**src/rtl/dmem_arbiter_pkg.sv**
```systemverilog
// Shared types and constants for the data-memory arbiter between the core data port and the debug port.
package dmem_arbiter_pkg;

  localparam int DATA_MEM_WIDTH = 32;
  localparam int DMEM_MAX_BURST = 4;

  typedef enum logic [1:0] {
    OWN_NONE = 2'd0,
    OWN_CORE = 2'd1,
    OWN_DBG  = 2'd2
  } owner_e;

endpackage

```
**src/rtl/dmem_arbiter.sv**
```systemverilog
// Round-robin arbiter sharing the single-port data memory between the core and a debug/loader master,
// with bounded bursts, a debug ownership lock and a saturating core-stall counter.
module dmem_arbiter
  import dmem_arbiter_pkg::*;
#(
  parameter int DATA_WIDTH = DATA_MEM_WIDTH,
  parameter int ADDR_WIDTH = 32,
  parameter int MAX_BURST  = DMEM_MAX_BURST,
  parameter int CNT_WIDTH  = 16
) (
  input  logic                  clk,
  input  logic                  rst,
  input  logic                  core_req,
  input  logic                  core_we,
  input  logic [ADDR_WIDTH-1:0] core_addr,
  input  logic [DATA_WIDTH-1:0] core_wdata,
  output logic                  core_gnt,
  output logic [DATA_WIDTH-1:0] core_rdata,
  input  logic                  dbg_req,
  input  logic                  dbg_we,
  input  logic [ADDR_WIDTH-1:0] dbg_addr,
  input  logic [DATA_WIDTH-1:0] dbg_wdata,
  input  logic                  dbg_lock,
  output logic                  dbg_gnt,
  output logic [DATA_WIDTH-1:0] dbg_rdata,
  output logic                  mem_we,
  output logic [ADDR_WIDTH-1:0] mem_addr,
  output logic [DATA_WIDTH-1:0] mem_wdata,
  input  logic [DATA_WIDTH-1:0] mem_rdata,
  output logic [1:0]            owner,
  output logic [CNT_WIDTH-1:0]  core_stall_cnt
);

  localparam int BW = $clog2(MAX_BURST + 1);
  localparam logic [BW-1:0] BURST_MAX = BW'(MAX_BURST);

  owner_e        state;
  logic [BW-1:0] burst_cnt;
  logic          last_dbg;

  function automatic logic [BW-1:0] burst_inc(input logic [BW-1:0] cnt);
    return (cnt >= BURST_MAX) ? BURST_MAX : cnt + BW'(1);
  endfunction

  function automatic logic [CNT_WIDTH-1:0] stall_inc(input logic [CNT_WIDTH-1:0] cnt);
    return (&cnt) ? cnt : cnt + CNT_WIDTH'(1);
  endfunction

  // Grant decision: combinational from registered ownership and current requests.
  always_comb begin
    core_gnt = 1'b0;
    dbg_gnt  = 1'b0;
    if (!rst) begin
      if (core_req && !dbg_req) begin
        core_gnt = 1'b1;
      end else if (dbg_req && !core_req) begin
        dbg_gnt = 1'b1;
      end else if (core_req && dbg_req) begin
        case (state)
          OWN_DBG: begin
            if (dbg_lock || (burst_cnt < BURST_MAX)) dbg_gnt = 1'b1;
            else core_gnt = 1'b1;
          end
          OWN_CORE: begin
            if (burst_cnt < BURST_MAX) core_gnt = 1'b1;
            else dbg_gnt = 1'b1;
          end
          default: begin
            // Idle tie: serve whoever was not served most recently.
            if (last_dbg) core_gnt = 1'b1;
            else dbg_gnt = 1'b1;
          end
        endcase
      end
    end
  end

  always_comb begin
    mem_we    = 1'b0;
    mem_addr  = '0;
    mem_wdata = '0;
    if (core_gnt) begin
      mem_we    = core_we;
      mem_addr  = core_addr;
      mem_wdata = core_wdata;
    end else if (dbg_gnt) begin
      mem_we    = dbg_we;
      mem_addr  = dbg_addr;
      mem_wdata = dbg_wdata;
    end
  end

  assign core_rdata = core_gnt ? mem_rdata : '0;
  assign dbg_rdata  = dbg_gnt  ? mem_rdata : '0;
  assign owner      = state;

  // Ownership, burst and stall-counter update at the clock edge.
  always_ff @(posedge clk) begin
    if (rst) begin
      state          <= OWN_NONE;
      burst_cnt      <= '0;
      last_dbg       <= 1'b1;
      core_stall_cnt <= '0;
    end else begin
      if (core_req && !core_gnt) core_stall_cnt <= stall_inc(core_stall_cnt);
      if (core_gnt) begin
        if (state == OWN_CORE) begin
          burst_cnt <= burst_inc(burst_cnt);
        end else begin
          state     <= OWN_CORE;
          burst_cnt <= BW'(1);
          last_dbg  <= 1'b0;
        end
      end else if (dbg_gnt) begin
        if (state == OWN_DBG) begin
          burst_cnt <= burst_inc(burst_cnt);
        end else begin
          state     <= OWN_DBG;
          burst_cnt <= BW'(1);
          last_dbg  <= 1'b1;
        end
      end else begin
        state     <= OWN_NONE;
        burst_cnt <= '0;
      end
    end
  end

endmodule

```
**config.mk**
```make
export PLATFORM = sky130hd
export DESIGN_NAME = dmem_arbiter
export DESIGN_NICKNAME = d
export VERILOG_FILES = /design/src/rtl/dmem_arbiter_pkg.sv /design/src/rtl/dmem_arbiter.sv
export SDC_FILE = /design/constraint.sdc
export NUM_CORES = 1
export LEC_CHECK = 0
export ABC_AREA = 1
export ABC_CLOCK_PERIOD_IN_PS = 1600
export BUFFER_PORTS_ARGS = -buffer_cell sky130_fd_sc_hd__buf_4
export CAP_MARGIN = 5
export CORE_AREA = 2 2 122 124
export DETAILED_ROUTE_END_ITERATION = 10
export DIE_AREA = 0 0 124 126
export SLEW_MARGIN = 20
export SYNTH_ARGS = -nofsm -noshare
export SYNTH_HDL_FRONTEND = slang
export SYNTH_SLANG_ARGS = --single-unit
```
**constraint.sdc**
```tcl
create_clock -name clk -period 1.6 [get_ports clk]
set_input_delay 0.08 -clock clk [delete_from_list [all_inputs] [get_ports clk]]
set_output_delay 0.08 -clock clk [all_outputs]
set_load 0.01 [all_outputs]
```
==> results_dict.tcl, run 1 <==
set metrics [dict create \
    ys_warn_count 0 \
    postSynthCellCount 530 \
    gp_congestion 0.8312 \
    synth-edff-count 0 \
    cts-htree-levels 1 \
    grt_first_pass_wirelength_mm 22.38 \
    tightest_slew_ns 0.3772 \
    synth-seq-area-share 0.1621 \
    hpwl_mm 11.54 \
    crit_fanout 8 \
    avgSynthCellArea_um2 5.128 \
    cts_tree "built" \
    portBuffers 315 \
    die_width_um 124 \
    clkLatencyLatePin_ns 0.25 \
    grt_pass1_vias 4282 \
    critPathRequiredTime_ns 1.52 \
    grt.total_usage 0.1800 \
    drv_cap 0 \
    yosys.cell_types.count 25 \
    cts_root_buf "clkbuf_16" \
    worstSetupPathType "reg2out" \
    vias_per_cell 4.355 \
    initial_core_util 0.1899 \
    hold_ws_ns 0.2252 \
    vias 4629 \
    syn_nets 702 \
    worstPathCellList "inv_4 > ha_4 > a21oi_2 > nand2_2 > nand2_4 > buf_12 > buf_12 > buf_8 > nand3_2 > nand2_2 > buf_6" \
    numCtsBuffers 3 \
    max_slew_margin 0.7476 \
    fp.dieH_um 126 \
    post-route-period-util 1.225 \
    status "complete, but fails checks" \
    overflow 0 \
    die_area_um2 15620 \
    yosys.cell_count.top_type "nand2_1" \
    fillers 1461 \
    yosys-top-cells-area "nand2_1 (26%), nand3_1 (17%), dfxtp_1 (16%)" \
    insertedDiodeCount 0 \
    ios 316 \
    clk_pin_slew_ns 0.06 \
    grt_antenna_before_repair 0 \
    yosys.area.top_type_share 0.2624 \
    layout.nets 1053 \
    initialDrtViolationCount 131 \
    drc 0 \
    core_um2 14310 \
    critPathLaunchType "register" \
    violations "setup timing" \
    setup_viol 153 \
    dpl_cell_area_um2 5558 \
    ys_ff_latch 22 \
    stdcell_area_um2 6728 \
    critPathCaptureType "output port" \
    clk_path_buf_depth 2 \
    final_hold_viol_count 0 \
    syn_area_um2 2718 \
    power_uw 3128 \
    p_leak_uw 0.003528 \
    peakVddDrop_v 0.0005257 \
    grt_max_degree 33 \
    synth_top_area_cell "nand2_1" \
    wl_per_cell_um 14.84 \
    slew_viol_final 0 \
    wl_mm 15.77 \
    rows 44 \
    max_freq_ghz 0.5102 \
    fin_ws_ns -0.3602 \
    place_ws_ns -0.1296 \
    hold_path_class "in2reg" \
    firstDrtPassIters 4 \
    synthToLayoutAreaGrowth_pct 147.6 \
    p_per_area_nw_per_um2 464.9 \
    synth_commonest_cells "nand2_1 (190), nand3_1 (90), nor2_1 (88)" \
    critPathArrivalTime_ns 1.88 \
    rsz0062_at_grt "yes" \
    async_reset_ff_frac 0 \
    drtAntennaViolNets 0 \
    cts_num_sinks 22 \
    cpLargestDelayFamily "buffers and inverters" \
    synth_flop_cell "dfxtp_1" \
    fin_crit_ns 1.960 \
    drive_gt1_frac 0.5552 \
    slowest_delay_ns 0.38 \
    fin_worst_skew_ns 0.004902 \
    crit_buf_inv 5 \
    worst_path_max_delay_cell "dfxtp_4" \
]
## cells in the final DEF (no fill, tap or decap), types with 20 or more instances in the layout
master   instances
nand3_1         66
dfxtp_1         20
nand2_2         23
buf_6           60
nand3_2         21
nor2_4          36
buf_4          296
nand2_1        168
nor2_1          55
inv_1           48
## power by group
part	internal (uW)	switching (uW)
combinational	1080	927
clock	330	197
sequential	570	20.4
total	1980	1140
## worst paths after layout
kind	from	to	slack, ns	depth (start not counted)
worst min register to register	core_stall_cnt[15]	core_stall_cnt[15]	0.52	2
worst max-delay path	owner[0]	mem_wdata[19]	-0.36	11
worst min-delay path	rst	core_stall_cnt[14]	0.23	3
worst max register to register	owner[0]	owner[1]	-0.29	15
## per-layer routing
layer	up-vias	routed length, um	GRT usage
met5	-	0	0
met4	0	195	0.03437
met3	16	1189	0.02853
met2	154	8284	0.3352
met1	2115	6101	0.2154
li1	2344	-	-
## logic make-up (layout without fill, tap and decap cells)
| kind of cell | Yosys count | count (layout) | synth area share |
|---|---|---|---|
| buffers and inverters | 89 | 438 | 0.1455 |
| adder cells (fa/ha/maj) | 5 | 5 | 0.02302 |
| AO/OA/AOI/OAI | 24 | 24 | 0.04650 |
| AND/OR/NAND/NOR | 383 | 383 | 0.6004 |
| flip-flops | 22 | 22 | 0.1621 |
| XOR/XNOR | 7 | 7 | 0.02256 |
## final cells by class
cell class	count	area, um^2	share of cell area
Clock buffer	3	75.07	0.01116
Inverter	56	222.7	0.03310
Multi-Input combinational cell	419	2369	0.3521
Sequential cell	22	447.9	0.06658
Tap cell	184	230.2	0.03422
Timing Repair Buffer	379	3383	0.5029
## state kept, by name, indices dropped and copies added, names as in the netlist
name / cells
core_stall_cnt: 16
burst_cnt: 3
owner: 2
last_dbg: 1
## timing repair
action                                  in CTS  in global routing
resized for setup                          146                 72
endpoints found under the setup margin     144                153
setup buffers                               15                  2
hold buffers                                 0                  0
gates cloned                                 7                  0
pin swaps                                   29                 19
## stage by stage
stage | setup TNS, ns | cells | util
detailed placement | -7.017 | 1038 | 0.3883
floorplan | -0.1063 | 530 | -
finish | -38.98 | 1063 | 0.4700
global placement | -5.409 | 1038 | 0.3883
global route | -51.95 | 1063 | 0.4700
CTS | -37.54 | 1063 | 0.4509
## tightest hold or removal path, cell delays in order
cell	delay, ns
buf_4	0.10
buf_4	0.21
a21oi_2	0.04
No activity file was read; power rests on OpenSTA's default activity.
==> run 2: changes to the inputs <==
--- a/config.mk
+++ b/config.mk
@@ -9,9 +9,10 @@
 export ABC_CLOCK_PERIOD_IN_PS = 1600
 export BUFFER_PORTS_ARGS = -buffer_cell sky130_fd_sc_hd__buf_4
 export CAP_MARGIN = 5
-export CORE_AREA = 2 2 122 124
+export CORE_AREA = 2 2 124 126
+export CTS_BUF_LIST = sky130_fd_sc_hd__clkbuf_8
 export DETAILED_ROUTE_END_ITERATION = 10
-export DIE_AREA = 0 0 124 126
+export DIE_AREA = 0 0 126 128
 export SLEW_MARGIN = 20
 export SYNTH_ARGS = -nofsm -noshare
 export SYNTH_HDL_FRONTEND = slang
==> run 2 against run 1 <==
Net effect:
- the run still ends with setup timing left
- cell count is 1.9% higher
- wire length is 14% higher
- clock-buffer cell count is 1 higher
- combinational power is 15% higher
- worst hold slack worse by 0.10 ns
- clock skew is 0.0023 ns lower
- largest cell class unchanged
- maximum frequency is 1.7% lower
- sequential cell count stayed put
- global-route usage is 0.85 points higher
- power is 6.4% higher
- largest power group unchanged
- sequential power hardly changed
- clock power is 21% lower
==> results_dict.tcl, run 2 (same netlist as run 1, synthesis figures left out) <==
set metrics [dict create \
    status "complete, but fails checks" \
    violations "setup timing" \
    cts_num_sinks 22 \
    crit_fanout 7 \
    rsz0062_at_grt "yes" \
    final_cell_mix "buf_4 (265), nand2_1 (109), buf_6 (86), nand3_1 (78), nand2_2 (63)" \
    power.internal_uw 2052 \
    rows 45 \
    grt_pass1_vias 4394 \
    hpwl_mm 12.24 \
    power_frac_seq 0.177 \
    largest_reg_flops 16 \
    grt_max_degree 33 \
    drtAntennaViolNets 0 \
    peakVddDrop_v 0.0002480 \
    die_width_um 126 \
    vias 4825 \
    initial_core_util 0.1828 \
    setup_tns_ns -45.79 \
    top_register "core_stall_cnt" \
    worstSetupPathType "reg2out" \
    synthToLayoutAreaGrowth_pct 172.9 \
    p_comb_frac 0.698 \
    cts_tree "built" \
    hold_buffers 0 \
    critPathCaptureType "output port" \
    power_uw 3328 \
    wl_mm 18.01 \
    core_um2 14860 \
    clk_pin_slew_ns 0.08 \
    fin_crit_ns 1.994 \
    dpl_cell_area_um2 5488 \
    cts-htree-levels 1 \
    grt_antenna_before_repair 1 \
    slew_viol_final 0 \
    die_area_um2 16130 \
    fin_worst_skew_ns 0.002616 \
    critPathArrivalTime_ns 1.91 \
    numCtsBuffers 3 \
    hold_path_class "in2reg" \
    initialDrtViolationCount 288 \
    clk_path_buf_depth 2 \
    power.switching_uw 1276 \
    gp_congestion 0.8201 \
    fp.dieH_um 128 \
    wl_per_cell_um 16.63 \
    pwr-share-clk 0.125 \
    r2r-start "owner[0]" \
    cp-startpoint "owner[0]" \
    tightest_slew_ns 0.2751 \
    place_ws_ns -0.1447 \
    switching_share 0.3833 \
    max_slew_margin 0.8159 \
    overflow 0 \
    final_hold_viol_count 0 \
    fillers 1435 \
    critPathRequiredTime_ns 1.52 \
    p_per_area_nw_per_um2 448.7 \
    ios 316 \
    vias_per_cell 4.455 \
    portBuffers 315 \
    drc 0 \
    fin_ws_ns -0.3943 \
    max_freq_ghz 0.5014 \
    firstDrtPassIters 5 \
    drive_gt1_frac 0.6253 \
    grt_first_pass_wirelength_mm 24.27 \
    post-route-period-util 1.246 \
    stdcell_area_um2 7417 \
    setup_viol 153 \
    grt.total_usage 0.1885 \
    clkLatencyLatePin_ns 0.27 \
    final_common_cell "buf_4" \
    layout.nets 1067 \
    critPathLaunchType "register" \
    p_leak_uw 0.003849 \
    drv_cap 0 \
    cts_root_buf "clkbuf_8" \
    min_from "rst" \
]
-- run 2: changes by cell type in the layout (fill, tap and decap cells not counted), sizes merged --
cell / before / now
buf: 379 / 383
bufbuf: 0 / 1
diode: 0 / 1
nand2: 196 / 198
inv: 56 / 57
clkbuf: 3 / 10
-- run 2: through the flow --
| step | util | instances | hold WS [ns] |
|---|---|---|---|
| global route | 0.4990 | 1083 | 0.1228 |
| finish | 0.4990 | 1083 | 0.1225 |
| detailed placement | 0.3692 | 1037 | 0.3964 |
| global placement | 0.3692 | 1037 | 0.3949 |
| floorplan | - | 530 | 0.2690 |
| CTS | 0.4388 | 1070 | 0.1086 |
-- run 2: metal layers --
metal  up-vias  global-route usage  routed length (um)
met2       196              0.3289                9311
met3        14             0.02212                 982
met5         -                   0                   0
met4         0             0.03814                 245
li1       2385                   -                   -
met1      2230              0.2512                7465
-- run 2: final timing paths --
kind | end | slack, ns | cells past startpoint
worst max-delay path | mem_addr[12] | -0.39 | 12
worst min-delay path | core_stall_cnt[11] | 0.12 | 2
worst max register to register | core_stall_cnt[0] | -0.16 | 12
worst min register to register | core_stall_cnt[3] | 0.53 | 2
-- run 2: layout make-up --
| type | instances | area (um^2) | area share |
|---|---|---|---|
| diodes | 1 | 2.502 | 0.0003374 |
| clock buffers | 4 | 55.05 | 0.007422 |
| inverters | 56 | 232.7 | 0.03138 |
| multi-input cells | 421 | 2603 | 0.3509 |
| flip-flops and latches | 22 | 449.2 | 0.06056 |
| well taps | 188 | 235.2 | 0.03171 |
| repair buffers | 390 | 3831 | 0.5165 |
| repair inverters | 1 | 8.758 | 0.001181 |
-- run 2: what timing repair did --
action	CTS	global route
endpoints found under the hold margin	0	0
cloned	12	10
endpoints found under the setup margin	152	153
resized for setup	146	190
pin swaps	12	29
buffers inserted	17	3
-- run 2: critical path: stages (launching register included) --
cell	delay (ns)
dfxtp_4	0.38
inv_2	0.04
ha_4	0.28
inv_2	0.04
nand2_2	0.06
nand2_2	0.06
nand2_4	0.13
buf_12	0.13
buf_8	0.11
buf_16	0.14
nand3_2	0.07
nand2_1	0.09
buf_6	0.10
-- run 2: power groups by stage --
stage	clock network, uW	registers, uW	logic, uW
3_3_place_gp	0	597	1500
4_1_cts	421	589	1960
6_report	415	589	2320
5_1_grt	451	593	2470
2_1_floorplan	0	606	623
3_5_place_dp	0	598	1500
==> run 3: changes to the inputs <==
--- a/config.mk
+++ b/config.mk
@@ -5,14 +5,13 @@
 export SDC_FILE = /design/constraint.sdc
 export NUM_CORES = 1
 export LEC_CHECK = 0
-export ABC_AREA = 1
 export ABC_CLOCK_PERIOD_IN_PS = 1600
 export BUFFER_PORTS_ARGS = -buffer_cell sky130_fd_sc_hd__buf_4
 export CAP_MARGIN = 5
-export CORE_AREA = 2 2 124 126
+export CORE_AREA = 2 2 123 125
 export CTS_BUF_LIST = sky130_fd_sc_hd__clkbuf_8
 export DETAILED_ROUTE_END_ITERATION = 10
-export DIE_AREA = 0 0 126 128
+export DIE_AREA = 0 0 125 127
 export SLEW_MARGIN = 20
 export SYNTH_ARGS = -nofsm -noshare
 export SYNTH_HDL_FRONTEND = slang
==> run 3 against run 2 <==
Net effect:
- the run still ends with setup timing left
- global-route usage fell by 3.1 points
- power up 16%
- first-iteration DRC count decreased by 48%
- non-clock buffer count down 1
- worst setup slack got worse by 0.25 ns
- design area down 1.8%
==> results_dict.tcl, run 3 <==
set metrics [dict create \
    synth_flop_cell "dfxtp_1" \
    p_per_area_nw_per_um2 528.9 \
    final_hold_viol_count 0 \
    crit_fanout 8 \
    wl_mm 16.01 \
    worst_path_max_delay_cell "dfxtp_2" \
    ios 316 \
    max_freq_ghz 0.4461 \
    max_slew_margin 0.7589 \
    core_um2 14420 \
    hold_path_class "in2reg" \
    clk_pin_slew_ns 0.08 \
    rsz0062_at_grt "yes" \
    peakVddDrop_v 0.0003947 \
    yosys.cell_count.top_type "nand2_1" \
    synth_commonest_cells "nand2_1 (137), nand3_1 (70), and3_1 (35)" \
    drtAntennaViolNets 0 \
    clk_path_buf_depth 2 \
    largest_reg_flops 16 \
    synthToLayoutAreaGrowth_pct 187.7 \
    grt_first_pass_wirelength_mm 20.87 \
    grt.total_usage 0.1576 \
    grt_antenna_before_repair 0 \
    async_reset_ff_frac 0 \
    synth_top_area_cell "nand2_1" \
    setup_tns_ns -86.26 \
    grt_max_degree 61 \
    p_leak_uw 0.003671 \
    slew_viol_final 0 \
    yosys-top-cells-area "nand2_1 (20%), dfxtp_1 (17%), nand3_1 (14%)" \
    switching_share 0.3873 \
    synth-edff-count 0 \
    final_cell_mix "buf_4 (268), buf_6 (93), nand2_2 (57), nand2_1 (53), nand3_1 (40)" \
    setup_viol 153 \
    hold_ws_ns 0.2480 \
    fin_crit_ns 2.242 \
    grt_pass1_vias 3843 \
    slowest_delay_ns 0.35 \
    die_width_um 125 \
    drc 0 \
    post-route-period-util 1.401 \
    drive_gt1_frac 0.7654 \
    critPathRequiredTime_ns 1.52 \
    dpl_cell_area_um2 5793 \
    initialDrtViolationCount 150 \
    status "complete, but fails checks" \
    clkLatencyLatePin_ns 0.27 \
    cts_num_sinks 22 \
    fin_ws_ns -0.6418 \
    vias_per_cell 4.481 \
    ys_ff_latch 22 \
    cts-htree-levels 1 \
    critPathCaptureType "output port" \
    pwr-share-clk 0.091 \
    fin_worst_skew_ns 0.006911 \
    rows 44 \
    portBuffers 315 \
    critPathArrivalTime_ns 2.16 \
    firstDrtPassIters 4 \
    vias 4320 \
    cts_tree "built" \
    place_ws_ns -0.3585 \
    ys_warn_count 0 \
    fp.dieH_um 127 \
    die_area_um2 15880 \
    hpwl_mm 10.71 \
    final_common_cell "buf_4" \
    power_frac_seq 0.156 \
    postSynthCellCount 423 \
    avgSynthCellArea_um2 5.984 \
    power.switching_uw 1492 \
    worstSetupPathType "reg2out" \
    tightest_slew_ns 0.3617 \
    syn_area_um2 2531 \
    critPathLaunchType "register" \
    worstPathCellList "inv_2 > ha_4 > and3b_2 > a311oi_4 > nand2_4 > buf_6 > clkinv_8 > clkbuf_16 > nand2_1 > nand2_2 > buf_4" \
    numCtsBuffers 3 \
    cts_root_buf "clkbuf_8" \
    violations "setup timing" \
    yosys.cell_types.count 41 \
    wl_per_cell_um 16.61 \
    power_uw 3852 \
    layout.nets 954 \
    top_register "core_stall_cnt" \
    stdcell_area_um2 7283 \
    power.internal_uw 2360 \
    syn_nets 595 \
    insertedDiodeCount 0 \
    initial_core_util 0.1755 \
    gp_congestion 0.8029 \
    drv_cap 0 \
    p_comb_frac 0.753 \
    synth-seq-area-share 0.1740 \
    yosys.area.top_type_share 0.2032 \
    overflow 0 \
]
run 3: changes by cell type after synthesis, sizes merged, moves of 4 or more:
cell,previous run,this run
xor2,5,0
inv,56,6
nor3,0,4
nor2,93,20
nand3,90,70
buf,30,25
xnor2,2,15
a21oi,16,2
nand2,196,138
clkbuf,3,12
o21ai,7,1
and2,0,32
nor4,0,7
and3,0,35
run 3: final timing paths:
| path | slack, ns | endpoint | depth (start not counted) | start |
|---|---|---|---|---|
| worst max-delay path | -0.64 | mem_addr[4] | 11 | owner[0] |
| worst min register to register | 0.50 | owner[0] | 2 | owner[0] |
| worst max register to register | -0.56 | core_stall_cnt[3] | 11 | owner[0] |
| worst min-delay path | 0.25 | core_stall_cnt[8] | 3 | rst |
run 3: repair_timing:
item | CTS | global route
cloned | 3 | 13
pin swaps | 5 | 68
endpoints found under the setup margin | 153 | 153
hold buffers | 0 | 0
setup buffers | 5 | 3
resized for setup | 90 | 176
run 3: area by class of cell:
| type | count | area, um^2 |
|---|---|---|
| timing repair buffer | 389 | 3650 |
| sequential | 22 | 462.9 |
| inverter | 6 | 35.03 |
| multi-input combinational | 359 | 2848 |
| timing repair inverter | 1 | 16.27 |
| tap | 184 | 230.2 |
| fill | 1374 | 7141 |
| clock buffer | 3 | 41.29 |
run 3: power groups by stage:
stage	logic [uW]	clock network [uW]	registers, uW
finish	2900	350	601
global route	3070	385	604
CTS	2390	364	601
detailed placement	2080	0	614
global placement	2080	0	613
floorplan	978	0	626
run 3: critical path, delay by kind of cell, from the launching register on:
family	cells	cell delay (ns)
AOI/OAI and AO/OA	1	0.26
adders and majority gates	1	0.22
and+or+nand+nor	4	0.48
DFF	1	0.35
buffers and inverters	5	0.58
run 3: stage by stage:
stage | cells | util
2_1_floorplan | 423 | -
3_3_place_gp | 938 | 0.4016
3_5_place_dp | 938 | 0.4016
4_1_cts | 949 | 0.4370
5_1_grt | 964 | 0.5049
6_report | 964 | 0.5049
run 3: logic make-up after synthesis:
logic type                 Yosys count  synth area share
and+or+nand+nor                    326            0.6233
buffers and inverters               43           0.07958
DFF                                 22            0.1740
xor gates and xnor gates            15           0.05190
AOI/OAI and AO/OA                   12           0.04647
adders and majority gates            5           0.02472
run 3: layer usage:
metal	track usage	wire length, um	share of wire	up-vias
met4	0.02288	181	0.011	0
met3	0.01675	869	0.054	17
li1	-	-	-	2133
met5	0	0	0	-
met1	0.2072	6556	0.41	2013
met2	0.2852	8406	0.52	157
